$ cat src/rtl/ball_motion.sv
`default_nettype none
// +----------------------------------------------------------------------------+
// | Module   : ball_motion                                                     |
// | Brief    : Ball kinematics for the brick-breaker playfield. Rides on the   |
// |            paddle while idle, then moves 1 px per axis per tick with wall, |
// |            paddle and brick reflection, and reports a miss at the bottom.  |
// | Options  : BALL_SPEEDUP_EN - every 8th paddle hit halves the tick period  |
// |            (up to two levels); cleared on miss and reset.                  |
// | Revision : 1.0 - initial release                                           |
// +----------------------------------------------------------------------------+
module ball_motion #(
  parameter int X_MIN     = 134,
  parameter int X_MAX     = 506,
  parameter int Y_MIN     = 40,
  parameter int Y_MAX     = 480,
  parameter int PADDLE_Y  = 440,
  parameter int PADDLE_W  = 62,
  parameter int BALL_SIZE = 8,
  parameter int TICK_DIV  = 250000
) (
  input  logic       clk,
  input  logic       rst,
  input  logic       start,
  input  logic [8:0] paddle_x,
  input  logic       brick_hit,
  output logic [8:0] ball_x,
  output logic [8:0] ball_y,
  output logic       dx_neg,
  output logic       dy_neg,
  output logic       paddle_hit,
  output logic       miss
);

  localparam int CW = (TICK_DIV > 2) ? $clog2(TICK_DIV) : 1;

  // All geometry compares are done on 10-bit zero-extended values so sums never wrap.
  localparam logic [9:0] C_XMIN  = 10'(X_MIN);
  localparam logic [9:0] C_XMAX  = 10'(X_MAX);
  localparam logic [9:0] C_YMIN  = 10'(Y_MIN);
  localparam logic [9:0] C_YMAX  = 10'(Y_MAX);
  localparam logic [9:0] C_PY    = 10'(PADDLE_Y);
  localparam logic [9:0] C_PW    = 10'(PADDLE_W);
  localparam logic [9:0] C_BS    = 10'(BALL_SIZE);
  localparam logic [9:0] C_XOFF  = 10'(PADDLE_W / 2 - BALL_SIZE / 2);
  localparam logic [8:0] C_RESTY = 9'(PADDLE_Y - BALL_SIZE);
  // Reset x is the rest position over the paddle controller's reset x of 290.
  localparam logic [8:0] C_RSTX  = 9'(290 + PADDLE_W / 2 - BALL_SIZE / 2);

  typedef enum logic [1:0] {
    S_IDLE = 2'd0,
    S_MOVE = 2'd1,
    S_MISS = 2'd2
  } state_t;

  state_t        r_state, n_state;
  logic [CW-1:0] r_cnt, n_cnt;
  logic          r_pend, n_pend;
  logic [8:0]    n_x, n_y;
  logic          n_dxn, n_dyn, n_phit, n_miss;
  logic [CW-1:0] w_last;
  logic          w_tick;
  logic [9:0]    w_x, w_y, w_px, w_rest_x;

  assign w_x      = {1'b0, ball_x};
  assign w_y      = {1'b0, ball_y};
  assign w_px     = {1'b0, paddle_x};
  assign w_rest_x = w_px + C_XOFF;

`ifdef BALL_SPEEDUP_EN
  logic [2:0]  r_hits;
  logic [1:0]  r_level;
  logic [31:0] w_period;

  assign w_period = 32'(TICK_DIV) >> r_level;
  assign w_last   = CW'(w_period - 32'd1);

  // Count paddle hits; every 8th raises the speed level (saturating at 2).
  always_ff @(posedge clk or negedge rst) begin
    if (!rst) begin
      r_hits  <= 3'd0;
      r_level <= 2'd0;
    end else if (n_state == S_MISS) begin
      r_hits  <= 3'd0;
      r_level <= 2'd0;
    end else if (n_phit) begin
      r_hits <= r_hits + 3'd1;
      if (r_hits == 3'd7 && r_level != 2'd2) begin
        r_level <= r_level + 2'd1;
      end
    end
  end
`else
  assign w_last = CW'(TICK_DIV - 1);
`endif

  assign w_tick = (r_state == S_MOVE) && start && (r_cnt == w_last);

  // Next-state, next-position and pulse outputs.
  always_comb begin
    n_state = r_state;
    n_cnt   = r_cnt;
    n_pend  = r_pend;
    n_x     = ball_x;
    n_y     = ball_y;
    n_dxn   = dx_neg;
    n_dyn   = dy_neg;
    n_phit  = 1'b0;
    n_miss  = 1'b0;
    case (r_state)
      S_IDLE: begin
        n_x    = w_rest_x[8:0];
        n_y    = C_RESTY;
        n_pend = 1'b0;
        if (start) begin
          n_state = S_MOVE;
          n_dxn   = 1'b0;
          n_dyn   = 1'b1;
          n_cnt   = '0;
        end
      end
      S_MOVE: begin
        // A pulse landing on the tick cycle itself is kept for the next tick.
        if (brick_hit) begin
          n_pend = 1'b1;
        end else if (w_tick) begin
          n_pend = 1'b0;
        end
        if (start) begin
          if (w_tick) begin
            n_cnt = '0;
            if (!dy_neg && (w_y + C_BS >= C_YMAX)) begin
              n_state = S_MISS;
              n_miss  = 1'b1;
            end else begin
              if (!dy_neg && (w_y + C_BS == C_PY) &&
                  (w_x + C_BS > w_px) && (w_x < w_px + C_PW)) begin
                n_dyn  = 1'b1;
                n_y    = ball_y - 9'd1;
                n_phit = 1'b1;
              end else if (dy_neg && (w_y <= C_YMIN)) begin
                n_dyn = 1'b0;
                n_y   = ball_y + 9'd1;
              end else if (r_pend) begin
                n_dyn = ~dy_neg;
                n_y   = dy_neg ? ball_y + 9'd1 : ball_y - 9'd1;
              end else begin
                n_y   = dy_neg ? ball_y - 9'd1 : ball_y + 9'd1;
              end
              if (dx_neg && (w_x <= C_XMIN)) begin
                n_dxn = 1'b0;
                n_x   = ball_x + 9'd1;
              end else if (!dx_neg && (w_x + C_BS >= C_XMAX)) begin
                n_dxn = 1'b1;
                n_x   = ball_x - 9'd1;
              end else begin
                n_x   = dx_neg ? ball_x - 9'd1 : ball_x + 9'd1;
              end
            end
          end else begin
            n_cnt = r_cnt + CW'(1);
          end
        end
      end
      S_MISS: begin
        // Put the ball straight back on the paddle so IDLE starts at rest.
        n_state = S_IDLE;
        n_x     = w_rest_x[8:0];
        n_y     = C_RESTY;
        n_dxn   = 1'b0;
        n_dyn   = 1'b1;
        n_cnt   = '0;
        n_pend  = 1'b0;
      end
      default: begin
        n_state = S_IDLE;
      end
    endcase
  end

  // State, position and pulse registers with asynchronous active-low reset.
  always_ff @(posedge clk or negedge rst) begin
    if (!rst) begin
      r_state    <= S_IDLE;
      r_cnt      <= '0;
      r_pend     <= 1'b0;
      ball_x     <= C_RSTX;
      ball_y     <= C_RESTY;
      dx_neg     <= 1'b0;
      dy_neg     <= 1'b1;
      paddle_hit <= 1'b0;
      miss       <= 1'b0;
    end else begin
      r_state    <= n_state;
      r_cnt      <= n_cnt;
      r_pend     <= n_pend;
      ball_x     <= n_x;
      ball_y     <= n_y;
      dx_neg     <= n_dxn;
      dy_neg     <= n_dyn;
      paddle_hit <= n_phit;
      miss       <= n_miss;
    end
  end

endmodule
`default_nettype wire
$ cat config.mk
export PLATFORM = sky130hd
export DESIGN_NAME = ball_motion
export DESIGN_NICKNAME = d
export VERILOG_FILES = /design/src/rtl/ball_motion.sv
export SDC_FILE = /design/constraint.sdc
export NUM_CORES = 1
export LEC_CHECK = 0
export CAP_MARGIN = 30
export CORE_UTILIZATION = 46
export DETAILED_ROUTE_END_ITERATION = 7
export GPL_TIMING_DRIVEN = 0
export HOLD_SLACK_MARGIN = 0.03
export PLACE_DENSITY = 0.66
export SYNTH_ARGS = -nofsm -noshare
export SYNTH_HDL_FRONTEND = slang
export SYNTH_SLANG_ARGS = --single-unit
export TNS_END_PERCENT = 20
$ cat constraint.sdc
create_clock -name clk -period 3.8 [get_ports clk]
set_input_delay 1.14 -clock clk [delete_from_list [all_inputs] [get_ports clk]]
set_output_delay 1.14 -clock clk [all_outputs]
set_load 0.01 [all_outputs]
## Word-level counts from Yosys, hierarchy flattened

Cells that the tools add are included.

- Word-level logic and storage cells: 110
- Register bits: 43
- RAM bits: 0
- Bits of input ports: 13
- Output and inout port bits: 22
- Memories: 0
- Bits in latches: 0
- Memory bits (read-only): 0

- Bitwise operators: 1
- $mul: 0
- Equality and inequality tests: 12
- Reduce and logical (&&, ||, !) cells: 21
- $lt $le $gt $ge: 6
- Div/mod/pow operators: 0
- Muxes and demuxes: 52
- Add/subtract/negate cells: 9
- Shift operators: 0

Operators by type and width:

| operator | count |
|---|---|
| 9-bit two-way mux | 14 |
| 18-bit two-way mux | 3 |
| 18-bit one-hot mux with 3 select lines | 1 |
| 9-bit one-hot mux with 2 select lines | 2 |
| 1-bit two-way mux | 24 |
| 9-bit by 4-bit adder with 10-bit output (second input constant) | 2 |
| 10-bit by 9-bit greater-or-equal comparator with 1-bit output (second input constant) | 2 |
| 18-bit by 1-bit adder with 18-bit output (second input constant) | 1 |
| 9-bit by 1-bit adder with 9-bit output (second input constant) | 2 |
| 18-bit equality test (second input constant) | 1 |
| 9-bit by 1-bit subtractor with 9-bit output (second input constant) | 2 |
| 6-bit AND reduction | 2 |
| 9-bit by 6-bit adder with 10-bit output (second input constant) | 1 |
| 10-bit by 9-bit equality test with 1-bit output (second input constant) | 1 |
| 10-bit by 9-bit > comparator with 1-bit output | 1 |
| 9-bit by 10-bit less-than comparator with 1-bit output | 1 |
| 9-bit by 5-bit adder with 9-bit output (second input constant) | 1 |
| 9-bit by 6-bit less-or-equal comparator with 1-bit output (second input constant) | 1 |
| 9-bit by 8-bit less-or-equal comparator with 1-bit output (second input constant) | 1 |
| 1-bit logical AND | 9 |
| 2-bit two-way mux | 4 |
| 2-bit inequality test (second input constant) | 4 |
| 4-bit AND reduction | 2 |
| 1-bit one-hot mux with 3 select lines | 2 |
| 16 further kinds | 17 |

## Logic depth before layout (Yosys ltp)

Gate-level depths: netlist of run 1.

- Word-level depth: 10
- Gate-level depth with buffers: 12

## Worst setup path after synthesis of run 1

OpenSTA, ideal clock, no wires.

- Path type: input port to flip-flop
- Start point: in paddle_x[1]
- End point: reg ball_y[7]
- Library setup time: 85 ps
- Slack: 58 ps
- Stages: 12
- Buffers on the path: 0
- Data required time: 3715 ps
- Arrival time: 3657 ps
- Cells stage by stage: inv_1 > ha_1 > a21oi_1 > xnor2_1 > ha_1 > a2111oi_0 > nor2b_1 > a311o_1 > o2111ai_1 > nand2_1 > mux2i_1 > mux2_1

- Longest elaborated chain between the ends: 8
- Elaborated cells between the ends (all ways): 10
- Classes of those cells: add/sub (1); order compare (2); mux (5); reduce/logical (2)

Ends and longest elaborated chain:

| item | RTL line | RTL |
|---|---|---|
| start: declaration | 24 | `input logic [8:0] paddle_x,` |
| 9-bit by 6-bit adder with 10-bit output / 10-bit by 9-bit > comparator with 1-bit output (equally long branches) | 136 | `(w_x + C_BS > w_px) && (w_x < w_px + C_PW)) begin` |
| 9-bit by 10-bit less-than comparator with 1-bit output / 1-bit logical AND (equally long branches) | 136, 135 |  |
| 1-bit logical AND (*) | 136 |  |
| 9-bit two-way mux (*) | 135 | `if (!dy_neg && (w_y + C_BS == C_PY) &&` |
| 9-bit two-way mux (*) | 131 | `if (!dy_neg && (w_y + C_BS >= C_YMAX)) begin` |
| 9-bit two-way mux (*) | 129 | `if (w_tick) begin` |
| 9-bit two-way mux (*) | 128 | `if (start) begin` |
| 9-bit one-hot mux with 2 select lines (*) | 109 | `case (r_state)` |
| end signal: assignment | 197 | `ball_y <= n_y;` |
| end: declaration | 27 | `output logic [8:0] ball_y,` |

Every way passes the cells marked *; elsewhere a longest branch is shown, timed or not. The select of a mux whose other input is x is not followed.
A chain may end at the register's enable or synchronous reset.

## Worst setup path in the final report of run 1

- Start point: in paddle_x[2]
- End point: reg ball_y[8]

Same word-level chain as after synthesis.

==> metrics, run 1 <==
Final period util=0.978; H-tree depth=2; IO Count=35; Setup Crit Path Kind=in2reg; worst clock skew=slightly above 0.009 ns; final setup margin=between 0.08 and 0.09 ns; total congestion overflow after global routing=0; routed wire length per instance=about 16 um; clock-pin transition on the worst setup and hold timing paths=approximately 0.09 ns; footprint of the multi-input gates=roughly 0.0025 mm2; critical path launch point type=input pin; NetSw=around 0.48 mW; cell count after synthesis=440; Layout fillers=between 700 and 800; Switching Fraction=0.346; global-route wire length before repair=around 16000 um; crit path DAT=just under 4 ns; portion of netlist area occupied by mux cells=0.0345; FP Rows=32; most frequent cells after synthesis=47 x nand2_1, 38 x nor2_1, 34 x ha_1; clk sinks=43; combinational family with the most area after synthesis=simple AND/OR/NAND/NOR gates; drt total wl=around 9700 um; via-per-instance ratio=around 5.8; Nets=534; Post-Synth Adder-Cell Area=0.117; first-pass detailed-route iteration total=5; worst vdd ir=between 0.15 and 0.2 mV; sequential share of the synthesized area=0.301; Synth Flop Type=dfrtp_1; post-synthesis simple-gate area fraction=0.263; post-DP HPWL=7110 um; Worst Hold Class=reg2reg; vias in the first global route=3388; logic gate share of total power=0.319; Post-DRT Antenna Nets=0; Die Wd=slightly above 90 um; unrepaired setup endpoints after global routing=true; Synth Area in Compound Gates=0.181; Layout Cells excl Fill=590; Final Setup Violations=0; Power Dens Cells=~320 mW/mm2; final setup TNS=0 ns; Slew Viols, Final=0; Crit Path Max Fanout=5; syn_area_per_cell=8.24 um2; hold_buf cts=0; Final min period=around 3.7 ns; initial antenna violation count=0; root cell of the clock tree=clkbuf_8; latest clock arrival within the worst-skew pair=between 0.3 and 0.4 ns; top-count cell post-synth=nand2_1; CORE AREA=0.00769 mm2; Seq cells post-synth=43; Worst Path Required=between 4 and 5 ns; top cells by area in the synthesized netlist=dfrtp_1 22%, ha_1 12%, dfstp_2 8.0%; FF+latch area=0.00109 mm2; DIE AREA=between 0.008 and 0.009 mm2; Seq pwr share=0.413; CTS tree=yes; Critical Path End Type=flop; largest net degree at the start of global routing=28; synthesized cell area=~0.0036 mm2; status=finished, final reports clean; initial cell density of the core=0.472; synthesis warning total=0; Async S/R FF share, synth=1.00; Remaining DRCs=0; ANT cells=0; max_cap viols=0; Final Hold Fails=0; syn_nets=approximately 490; die height=90.8 um; layout cells sized above 1=0.127; buffers added on ports=33; Worst-Margin Slew=roughly 0.72 ns; top cell type's share of synthesized area=0.221; Pleak=1.81 nW; P_int=0.900 mW; Layout area overhead=19.5%; Max Clock Freq=between 0.2 and 0.3 GHz; TritonCTS Buffers=5; worst setup slack after placement=-1.31 ns; post-synth cell types=61; Synth area leader=dfrtp_1; placed cell count=576; Starting DRT DRC Count=about 130; GRT Util Overall=0.244; clk buf depth=2; Post-Synth XOR/XNOR Area=0.0604; Slew headroom=0.520; clock network fraction of design power=0.267; Post-synth EDFFs=0; RD Place Congestion=around 0.91; via count=~3500
-- power groups by stage --
stage / Clock (mW) / Combinational [mW] / Sequential (mW)
after floorplan: 0 / 0.259 / 0.567
after CTS: 0.375 / 0.428 / 0.569
after global routing: 0.389 / 0.485 / 0.579
final: 0.368 / 0.439 / 0.569
after detailed placement: 0 / 0.397 / 0.576
after global placement: 0 / 0.381 / 0.575
-- per-layer routing --
metal	wire, um	track usage	share of wire	vias up
met5	0	0	0	-
met4	221	0.0899	0.023	0
met3	441	0.0210	0.045	17
met2	4600	0.424	0.47	116
met1	4440	0.316	0.46	1631
li1	-	-	-	1687
-- timing repair --
item / 4_1_cts / 5_1_grt
cloned: 0 / 0
setup endpoints to repair: 10 / 9
buffers inserted: 4 / 2
pin swaps: 9 / 7
gates resized for setup: 29 / 19
-- path summary, 6_finish.rpt --
check / start / end / slack, ns / cells after the start
setup / recovery: paddle_x[2] / ball_y[8]$_DFFE_PN1P_ / 0.09 / 13
hold / removal: r_cnt[17]$_DFFE_PN0P_ / r_cnt[17]$_DFFE_PN0P_ / 0.51 / 1
setup reg to reg: ball_x[3]$_DFFE_PN1P_ / ball_y[8]$_DFFE_PN1P_ / 0.34 / 12
hold reg to reg: r_cnt[17]$_DFFE_PN0P_ / r_cnt[17]$_DFFE_PN0P_ / 0.51 / 1
max in group asynchronous: rst / ball_y[4]$_DFFE_PN1P_ / 2.48 / 2
min in group asynchronous: rst / ball_x[7]$_DFFE_PN0P_ / 0.75 / 1
-- kinds of logic (layout without fill, tap and decap cells) --
| kind of cell | Yosys count | count (layout) |
|---|---|---|
| AOI/OAI and AO/OA | 101 | 101 |
| xor gates and xnor gates | 25 | 25 |
| adders and majority gates | 34 | 34 |
| buffers and inverters | 40 | 88 |
| DFF | 43 | 43 |
| muxes | 12 | 12 |
| and+or+nand+nor | 185 | 185 |
-- stage by stage --
| stage | area (um2) | power, mW | utilization | hold slack (ns) |
|---|---|---|---|---|
| floorplan | 3620 | 0.826 | - | 0.445 |
| global placement | 4080 | 0.956 | 0.531 | 0.483 |
| detailed placement | 4100 | 0.973 | 0.533 | 0.484 |
| CTS | 4310 | 1.37 | 0.560 | 0.499 |
| global route | 4330 | 1.45 | 0.564 | 0.560 |
| finish | 4330 | 1.38 | 0.564 | 0.506 |
-- placed cells by master, fill, tap and decap left out, types with 5 or more instances in the layout --
master	instances
ha_1	32
clkbuf_8	5
nand2b_1	6
xnor2_1	16
nand2_1	46
nor2_1	38
dfstp_2	11
clkdlybuf4s50_1	26
o21ai_0	29
a21o_1	5
nor3_1	12
nor4_1	6
buf_2	9
mux2i_1	8
dfrtp_1	32
nand4_1	8
o31ai_1	6
inv_1	19
a21oi_1	12
buf_4	6
or3_1	9
clkbuf_1	12
a31oi_1	9
nor2b_1	7
xor2_1	9
and3_1	8
nand3_1	23
o21ai_1	8
-- worst max-delay path: stages --
cell	delay, ns
buf_2	0.14
inv_2	0.09
ha_4	0.19
a21oi_2	0.15
xnor2_1	0.09
ha_1	0.35
a2111oi_4	0.10
nor2b_2	0.16
a311o_1	0.39
o2111a_2	0.30
or4b_4	0.54
and3b_1	0.19
o21ai_1	0.12
-- layout make-up --
cell class                 count  area share
multi-input combinational    357       0.570
tap                          102      0.0295
clock inverter                 3      0.0101
clock buffer                   5      0.0159
sequential                    43       0.252
timing repair buffer          40      0.0855
buffer                        18      0.0179
inverter                      22      0.0196
-- flip-flops by register name, summed over array words and instances (netlist names) --
register,count
ball_y,9
ball_x,9
dx_neg,1
r_state,2
paddle_hit,1
r_cnt,18
dy_neg,1
r_pend,1
miss,1
Power figures use the tool's default switching activity.
==> inputs of run 2 (changes only) <==
- CTS_CLUSTER_DIAMETER: not set -> 100
==> results of run 2 <==
The final DEF is identical to that of run 1; final timing and power are the same.
